File: src/rtl/iiitb_brg_gen.sv
// Baud-rate generator: oversample tick, bit tick and 50% baud clock.
// Rate comes from four presets or a custom divisor; switches land on bit edges.
module iiitb_brg_gen #(
    parameter int DIV_W    = 16,
    parameter int OSR      = 16,
    parameter int BASE_DIV = 68
) (
    input  logic             clk,
    input  logic             reset,
    input  logic             en,
    input  logic [1:0]       sel,
    input  logic             cust_en,
    input  logic             div_wr,
    input  logic [DIV_W-1:0] div_in,
    output logic             tick_os,
    output logic             tick_bit,
    output logic             clkout,
    output logic             pend,
    output logic [DIV_W-1:0] div_act
);

    localparam int OW = (OSR > 2) ? $clog2(OSR) : 1;

    localparam logic [DIV_W-1:0] P_X1  = DIV_W'(BASE_DIV);
    localparam logic [DIV_W-1:0] P_X3  = DIV_W'(BASE_DIV * 3);
    localparam logic [DIV_W-1:0] P_X6  = DIV_W'(BASE_DIV * 6);
    localparam logic [DIV_W-1:0] P_X12 = DIV_W'(BASE_DIV * 12);
    localparam logic [DIV_W-1:0] D_MIN = DIV_W'(2);

    localparam logic [OW-1:0] O_HALF = OW'(OSR / 2);
    localparam logic [OW-1:0] O_LAST = OW'(OSR - 1);

    if ((longint'(BASE_DIV) * 12) >= (longint'(1) << DIV_W)) begin : g_div_chk
        $error("BASE_DIV*12 does not fit in DIV_W bits");
    end

    if ((OSR < 2) || (OSR % 2 != 0)) begin : g_osr_chk
        $error("OSR must be even and at least 2");
    end

    logic [DIV_W-1:0] cust;
    logic [DIV_W-1:0] tgt;
    logic [DIV_W-1:0] pcnt;
    logic [OW-1:0]    ocnt;
    logic             run;

    always_comb begin
        tgt = P_X1;
        if (cust_en) begin
            tgt = cust;
        end else begin
            unique case (sel)
                2'b00: tgt = P_X1;
                2'b01: tgt = P_X3;
                2'b10: tgt = P_X6;
                2'b11: tgt = P_X12;
                default: tgt = P_X1;
            endcase
        end
    end

    // run delays counting by one edge so the first tick lands D cycles
    // after the first enabled edge, matching the steady-state spacing.
    always_ff @(posedge clk or negedge reset) begin
        if (!reset) begin
            cust     <= P_X1;
            div_act  <= P_X1;
            pcnt     <= '0;
            ocnt     <= '0;
            run      <= 1'b0;
            tick_os  <= 1'b0;
            tick_bit <= 1'b0;
            clkout   <= 1'b0;
            pend     <= 1'b0;
        end else begin
            pend     <= (tgt != div_act);
            tick_os  <= 1'b0;
            tick_bit <= 1'b0;
            if (div_wr) begin
                cust <= (div_in < D_MIN) ? D_MIN : div_in;
            end
            if (!en) begin
                run     <= 1'b0;
                pcnt    <= '0;
                ocnt    <= '0;
                clkout  <= 1'b0;
                div_act <= tgt;
            end else if (!run) begin
                run <= 1'b1;
            end else if (pcnt == div_act - 1'b1) begin
                pcnt    <= '0;
                tick_os <= 1'b1;
                if (ocnt == '0) begin
                    clkout <= 1'b1;
                end
                if (ocnt == O_HALF) begin
                    clkout <= 1'b0;
                end
                if (ocnt == O_LAST) begin
                    ocnt     <= '0;
                    tick_bit <= 1'b1;
                    div_act  <= tgt;
                end else begin
                    ocnt <= ocnt + 1'b1;
                end
            end else begin
                pcnt <= pcnt + 1'b1;
            end
        end
    end

endmodule

File: config.mk
export PLATFORM = sky130hd
export DESIGN_NAME = iiitb_brg_gen
export DESIGN_NICKNAME = d
export VERILOG_FILES = /design/src/rtl/iiitb_brg_gen.sv
export SDC_FILE = /design/constraint.sdc
export NUM_CORES = 1
export LEC_CHECK = 0
export ABC_AREA = 1
export CORE_ASPECT_RATIO = 0.75
export CORE_MARGIN = 3
export CORE_UTILIZATION = 42
export CTS_CLUSTER_SIZE = 12
export DETAILED_ROUTE_END_ITERATION = 10
export GPL_ROUTABILITY_DRIVEN = 0
export HOLD_SLACK_MARGIN = 0.08
export PLACE_DENSITY = 0.64
export SLEW_MARGIN = 20
export SYNTH_ARGS = -nofsm -noshare
export SYNTH_HDL_FRONTEND = slang
export SYNTH_SLANG_ARGS = --single-unit
File: constraint.sdc
create_clock -name clk -period 4.7 [get_ports clk]
set_clock_uncertainty 0.2 [all_clocks]
set_input_delay 1.41 -clock clk [delete_from_list [all_inputs] [get_ports clk]]
set_output_delay 1.41 -clock clk [all_outputs]
set_load 0.01 [all_outputs]
==> results of run 1 <==
## area by class of cell
cell class | instances | area (µm²) | share of cell area (%)
well taps | 105 | 131 | 2.91
inverters | 59 | 221 | 4.90
clock buffers | 11 | 243 | 5.38
clock inverters | 5 | 103 | 2.27
repair buffers | 47 | 453 | 10.0
multi-input cells | 361 | 1930 | 42.8
flip-flops and latches | 57 | 1430 | 31.7
## where the power goes
part	internal, mW	switching [mW]
clock network	0.530	0.224
logic	0.172	0.249
registers	0.534	0.0644
total	1.24	0.537
## cell usage after synthesis
cell        n  area share, %
a211o_1     1           0.24
a21oi_1     3           0.41
a31oi_1     1           0.17
and2_1      1           0.17
buf_2       1           0.14
buf_4       2           0.41
buf_6       3           0.92
clkbuf_1    8           0.82
clkinv_1    1           0.10
dfrtp_1    53             36
dfstp_2     4            2.9
ha_1        8            2.7
inv_1      58            5.9
mux2_2      6            1.8
nand2_1   138             14
nand2_2     5           0.85
nand3_1    20            2.7
nand3_4     1           0.48
nand3b_1    8            1.6
nand4_1    26            4.4
nor2_1     50            5.1
nor2_2      4           0.68
nor2_4      3           0.92
nor3_1      4           0.55
nor3_2      1           0.27
nor4_1      7            1.2
o211ai_1    1           0.20
o21ai_0    32            4.4
or2_2       3           0.51
xnor2_1    12            2.9
xor2_1     26            6.2
## logic make-up (layout without fill, tap and decap cells)
logic type / count (synthesis) / after routing / share of synthesized area [%]
AND/OR/NAND/NOR: 271 / 271 / 33.7
buffers and inverters: 73 / 122 / 8.32
flip-flops: 57 / 57 / 39.0
AO/OA/AOI/OAI: 38 / 38 / 5.39
XOR/XNOR: 38 / 38 / 9.07
adder cells (fa/ha/maj): 8 / 8 / 2.73
multiplexers: 6 / 6 / 1.84
## per-stage QoR
step / setup slack (ns) / utilization [%] / hold WS, ns / total power, mW / cells
2_1_floorplan: 1.71 / - / 0.254 / 0.862 / 491
3_3_place_gp: 1.13 / 50.9 / 0.270 / 1.01 / 629
3_5_place_dp: 1.06 / 50.9 / 0.264 / 1.02 / 629
4_1_cts: 1.38 / 55.1 / 0.276 / 1.78 / 645
5_1_grt: 1.03 / 55.1 / 0.311 / 1.87 / 645
6_report: 1.31 / 55.1 / 0.269 / 1.77 / 645
## worst max path at each step
stage,end,slack [ns],cells past startpoint
5_1_grt,pcnt[6]$_DFFE_PN0P_,1.03,12
3_3_place_gp,pcnt[2]$_DFFE_PN0P_,1.13,9
2_1_floorplan,pend$_DFF_PN0_,1.71,8
4_1_cts,pcnt[2]$_DFFE_PN0P_,1.38,12
3_5_place_dp,pend$_DFF_PN0_,1.06,8
6_report,pend$_DFF_PN0_,1.31,8
## worst max-delay path: cells and delay by family
family	cells	cell delay (ns)
adders and majority gates	1	0.20
and+or+nand+nor	2	0.39
buffers and inverters	2	0.60
AOI/OAI and AO/OA	3	0.80
## flip-flops by register name (all words and copies together), names as in the netlist, 4 cells and up
signal   cells
ocnt         4
pcnt        16
div_act     16
cust        16
## per-layer routing
| layer | part of all wire (%) | track usage, % |
|---|---|---|
| met1 | 52 | 32.4 |
| met2 | 41 | 29.0 |
| met3 | 6.9 | 5.90 |
| met4 | 0.86 | 4.96 |
| met5 | 0 | 0 |
## cell usage in the layout, fill, tap and decap left out, types with 4 or more instances in the layout
master             n
buf_4              5
clkbuf_16          9
clkdlybuf4s50_1   41
dfrtp_1           53
dfstp_2            4
ha_1               8
inv_1             58
mux2_2             6
nand2_1          138
nand2_2            5
nand3_1           20
nand3b_1           8
nand4_1           26
nor2_1            50
nor2_2             4
nor3_1             4
nor4_1             7
o21ai_0           32
xnor2_1           12
xor2_1            26
==> results.toml, run 1 <==
[outcome]
status = "finished clean"

[placement]
hpwl_mm = 7.37
port_buffers = 42
placed_area_um2 = 4170

[setup_path]
startpoint_type = "input port"
worstSetupStartpoint = "sel[0]"
max_stage_delay_ns = 0.52
worst-r2r-setup-slack_ns = 1.34
timing.critical_path.mode_cell = "o21ai_0"
reg2reg_depth = 12
slowest_stage = "clkdlybuf4s50_1"
cp-end-kind = "register"
arrival_ns = 3.39
crit-reg2reg-launch = "div_act[0]$_DFFE_PN0P_"
critPathMaxFanout = 3
crit_chain = "clkdlybuf4s50_1 > inv_1 > ha_1 > o21ai_0 > o21ai_0 > a211o_1 > nor4_1 > nand3b_1"
crit_type = "in -> reg"
r2r-end = "pcnt[2]$_DFFE_PN0P_"
cp.required_ns = 4.70

[clock_tree]
worstSkewPairLatency_ns = 0.33
h-tree-depth = 3
numCtsBuffers = 9
cts_num_sinks = 57
clkTransAtPathRegs_ns = 0.05
cts_hold_buf = 0
clk_path_buf_depth = 2
cts_tree = "done"
post_cts_resized = 0
clockRootBuffer = "clkbuf_16"
post_cts_buffers = 0

[min_path]
hold_depth = 2
min-delay-start = "clkout$_DFFE_PN0P_"
min_path_type = "reg -> reg"
min_to = "clkout$_DFFE_PN0P_"

[grt]
grt_pass1_vias = 3143
antenna_found_initial = 0
grt_usage_pct = 21.0
grt_max_degree = 40
grt-ovfl-total = 0
grt_pass1_wl_mm = 16.1

[layout]
final_cell_area_um2 = 4520
layout-drive-gt1-share_pct = 8.89
syn_to_final_growth_pct = 23.0
nets = 566
fill_cells = 815
diodes = 0

[timing]
hold_viol = 0
setup_viol = 0
relSlewSlack_pct = 39.2
tns_ns = 0
rsz0062_at_grt = "no"
max_freq_mhz = 295
finalMaxSlewViolations = 0
period_needed_ns = 3.39
finalCritPeriodShare_pct = 72.1
worstMarginPinSlew_ns = 0.912

[drt]
ant_nets = 0
detail_route.wirelength_mm = 9.69
vias_per_cell = 5.16
num_vias = 3325
drc = 0
drt-initial-drc-count = 265
first_pass_iters = 5
detail_route.wl_per_cell_um = 15.0

[floorplan]
rows = 28
fp.dieH_um = 87.0
initial_core_util_pct = 44.8
die_area_um2 = 9910
coreArea_um2 = 8200
die_w_um = 114
ioPinCount = 43

[synthesis]
synth_cells = 491
ys_seq_area_share_pct = 39.0
synth_warnings = 0
synthesis.area_um2 = 3670
syn_avg_cell_area_um2 = 7.47
ys_types = 31
ys_ff_latch = 57
syn_nets = 522

[pwr]
pwr_density_cell_nw_per_um2 = 393
power.leakage_nw = 2.18
peakVddDrop_uv = 181

[run]
drv_cap = 0
No activity file was read; power rests on OpenSTA's default activity.
==> inputs of run 2 (changes only) <==
==> constraint.sdc (replaced) <==
create_clock -name clk -period 3.41 [get_ports clk]
set_clock_uncertainty 0.2 [all_clocks]
set_input_delay 1.023 -clock clk [delete_from_list [all_inputs] [get_ports clk]]
set_output_delay 1.023 -clock clk [all_outputs]
set_load 0.01 [all_outputs]
==> run 2 against run 1 <==
Effect of this change:
- utilization up 0.27 points
- non-clock buffer count up 5
- register-to-register slack worse by 0.85 ns
- worst setup slack worse by 0.84 ns
- sequential power up 38%
- first-iteration DRC count down 12%
- combinational power up 38%
- critical path depth unchanged
- hold slack better by 0.0045 ns
- die area unchanged
- critical path type unchanged
- total power up 35%
- sequential cell count unchanged
- largest cell class unchanged
==> results.toml, run 2 (synthesized netlist as in run 1, its figures left out) <==
[clock_tree]
worstSkewPairLatency_ns = 0.33
clk_path_buf_depth = 2
clockRootBuffer = "clkbuf_16"
cts_tree = "done"
numCtsBuffers = 9
cts_hold_buf = 0
post_cts_resized = 0
clkTransAtPathRegs_ns = 0.05
post_cts_buffers = 0
h-tree-depth = 3
cts_num_sinks = 57

[placement]
hpwl_mm = 7.61
placed_area_um2 = 4210
port_buffers = 42

[min_path]
min_path_type = "reg -> reg"
min-delay-start = "clkout$_DFFE_PN0P_"
hold_depth = 2

[setup_path]
worst-r2r-setup-slack_ns = 0.49
timing.critical_path.mode_cell = "o21ai_0"
slowest_stage = "clkdlybuf4s50_1"
cp.required_ns = 3.42
cp.depth = 8
arrival_ns = 2.94
crit_type = "in -> reg"
crit_chain = "clkdlybuf4s50_1 > inv_1 > ha_1 > o21ai_0 > o21ai_0 > a211o_1 > nor4_1 > nand3b_1"
worstSetupStartpoint = "sel[0]"
critPathMaxFanout = 3
startpoint_type = "input port"
reg2reg_depth = 12
max_stage_delay_ns = 0.52
cp-end-kind = "register"
crit-reg2reg-launch = "div_act[0]$_DFFE_PN0P_"
crit_family = "compound AO/OA/AOI/OAI gates"
critPathBufInv = 2

[floorplan]
initial_core_util_pct = 44.8
coreArea_um2 = 8200
die_area_um2 = 9910
rows = 28
die_w_um = 114
fp.dieH_um = 87.0
ioPinCount = 43

[pwr]
power.leakage_nw = 2.20
peakVddDrop_uv = 303
pwr_density_cell_nw_per_um2 = 528

[grt]
grt_pass1_vias = 3270
grt_usage_pct = 21.9
grt-ovfl-total = 0
grt_max_degree = 28
antenna_found_initial = 0
grt_pass1_wl_mm = 16.8

[layout]
final_cell_mix = "nand2_1, inv_1, dfrtp_1, nor2_1, clkdlybuf4s50_1"
nets = 571
layout-drive-gt1-share_pct = 9.91
fill_cells = 816
final_cell_area_um2 = 4540
layout_commonest_cell = "nand2_1"
syn_to_final_growth_pct = 23.7
largestRegisters = "cust x16, div_act x16, pcnt x16"
diodes = 0

[drt]
num_vias = 3332
ant_nets = 0
vias_per_cell = 5.13
drc = 0
detail_route.wirelength_mm = 9.86
detail_route.wl_per_cell_um = 15.2
first_pass_iters = 4
drt-initial-drc-count = 234

[outcome]
status = "finished clean"

[timing]
rsz0062_at_grt = "no"
period_needed_ns = 2.94
max_freq_mhz = 340
finalMaxSlewViolations = 0
worstMarginPinSlew_ns = 0.637
finalCritPeriodShare_pct = 86.1
relSlewSlack_pct = 57.5
hold_viol = 0
setup_viol = 0
tns_ns = 0

[run]
drv_cap = 0
-- run 2: cell types whose count changed in the layout (fill, tap and decap cells not counted), sizes merged --
cell / previous run / this run
buf: 6 / 11
bufinv: 3 / 2
clkinv: 2 / 3
-- run 2: path summary, 6_finish.rpt --
check,end
worst max-delay path,pend$_DFF_PN0_
worst min-delay path,clkout$_DFFE_PN0P_
worst max register to register,div_act[7]$_DFFE_PN0P_
worst min register to register,clkout$_DFFE_PN0P_
max in group asynchronous,div_act[6]$_DFFE_PN1P_
min in group asynchronous,cust[7]$_DFFE_PN0P_
-- run 2: power by group --
group	internal [mW]	leakage [nW]	switching [mW]
Clock	0.675	0.162	0.314
Combinational	0.241	1.32	0.341
Sequential	0.736	0.727	0.0886
-- run 2: cell type report --
type	count	area [µm²]	share of cell area (%)
clock buffers	11	253	5.57
flip-flops and latches	57	1430	31.5
inverters	59	221	4.88
repair buffers	52	490	10.8
multi-input cells	361	1930	42.6
well taps	105	131	2.89
clock inverters	5	77.6	1.71
-- run 2: routing by layer --
layer | global-route usage [%] | wire (µm) | part of all wire (%)
met1 | 32.5 | 5100 | 52
met2 | 30.5 | 3970 | 40
met3 | 6.18 | 625 | 6.3
met4 | 7.01 | 162 | 1.6
met5 | 0 | 0 | 0
-- run 2: worst reg2reg max path: cells and delay by family, from the launching register on --
kind / cells / cell delay (ns)
and+or+nand+nor: 8 / 1.24
adders and majority gates: 1 / 0.23
xor gates and xnor gates: 1 / 0.29
buffers and inverters: 2 / 0.45
DFF: 1 / 0.45
-- run 2: metrics by stage --
step	std cells	util (%)	hold slack (ns)	worst slack, ns	power (mW)
after CTS	650	55.4	0.286	0.510	2.41
after global routing	650	55.4	0.325	0.202	2.54
final	650	55.4	0.274	0.473	2.40
after detailed placement	634	51.3	0.271	0.173	1.41
after global placement	634	51.3	0.271	0.380	1.39
after floorplan	491	-	0.254	0.810	1.19
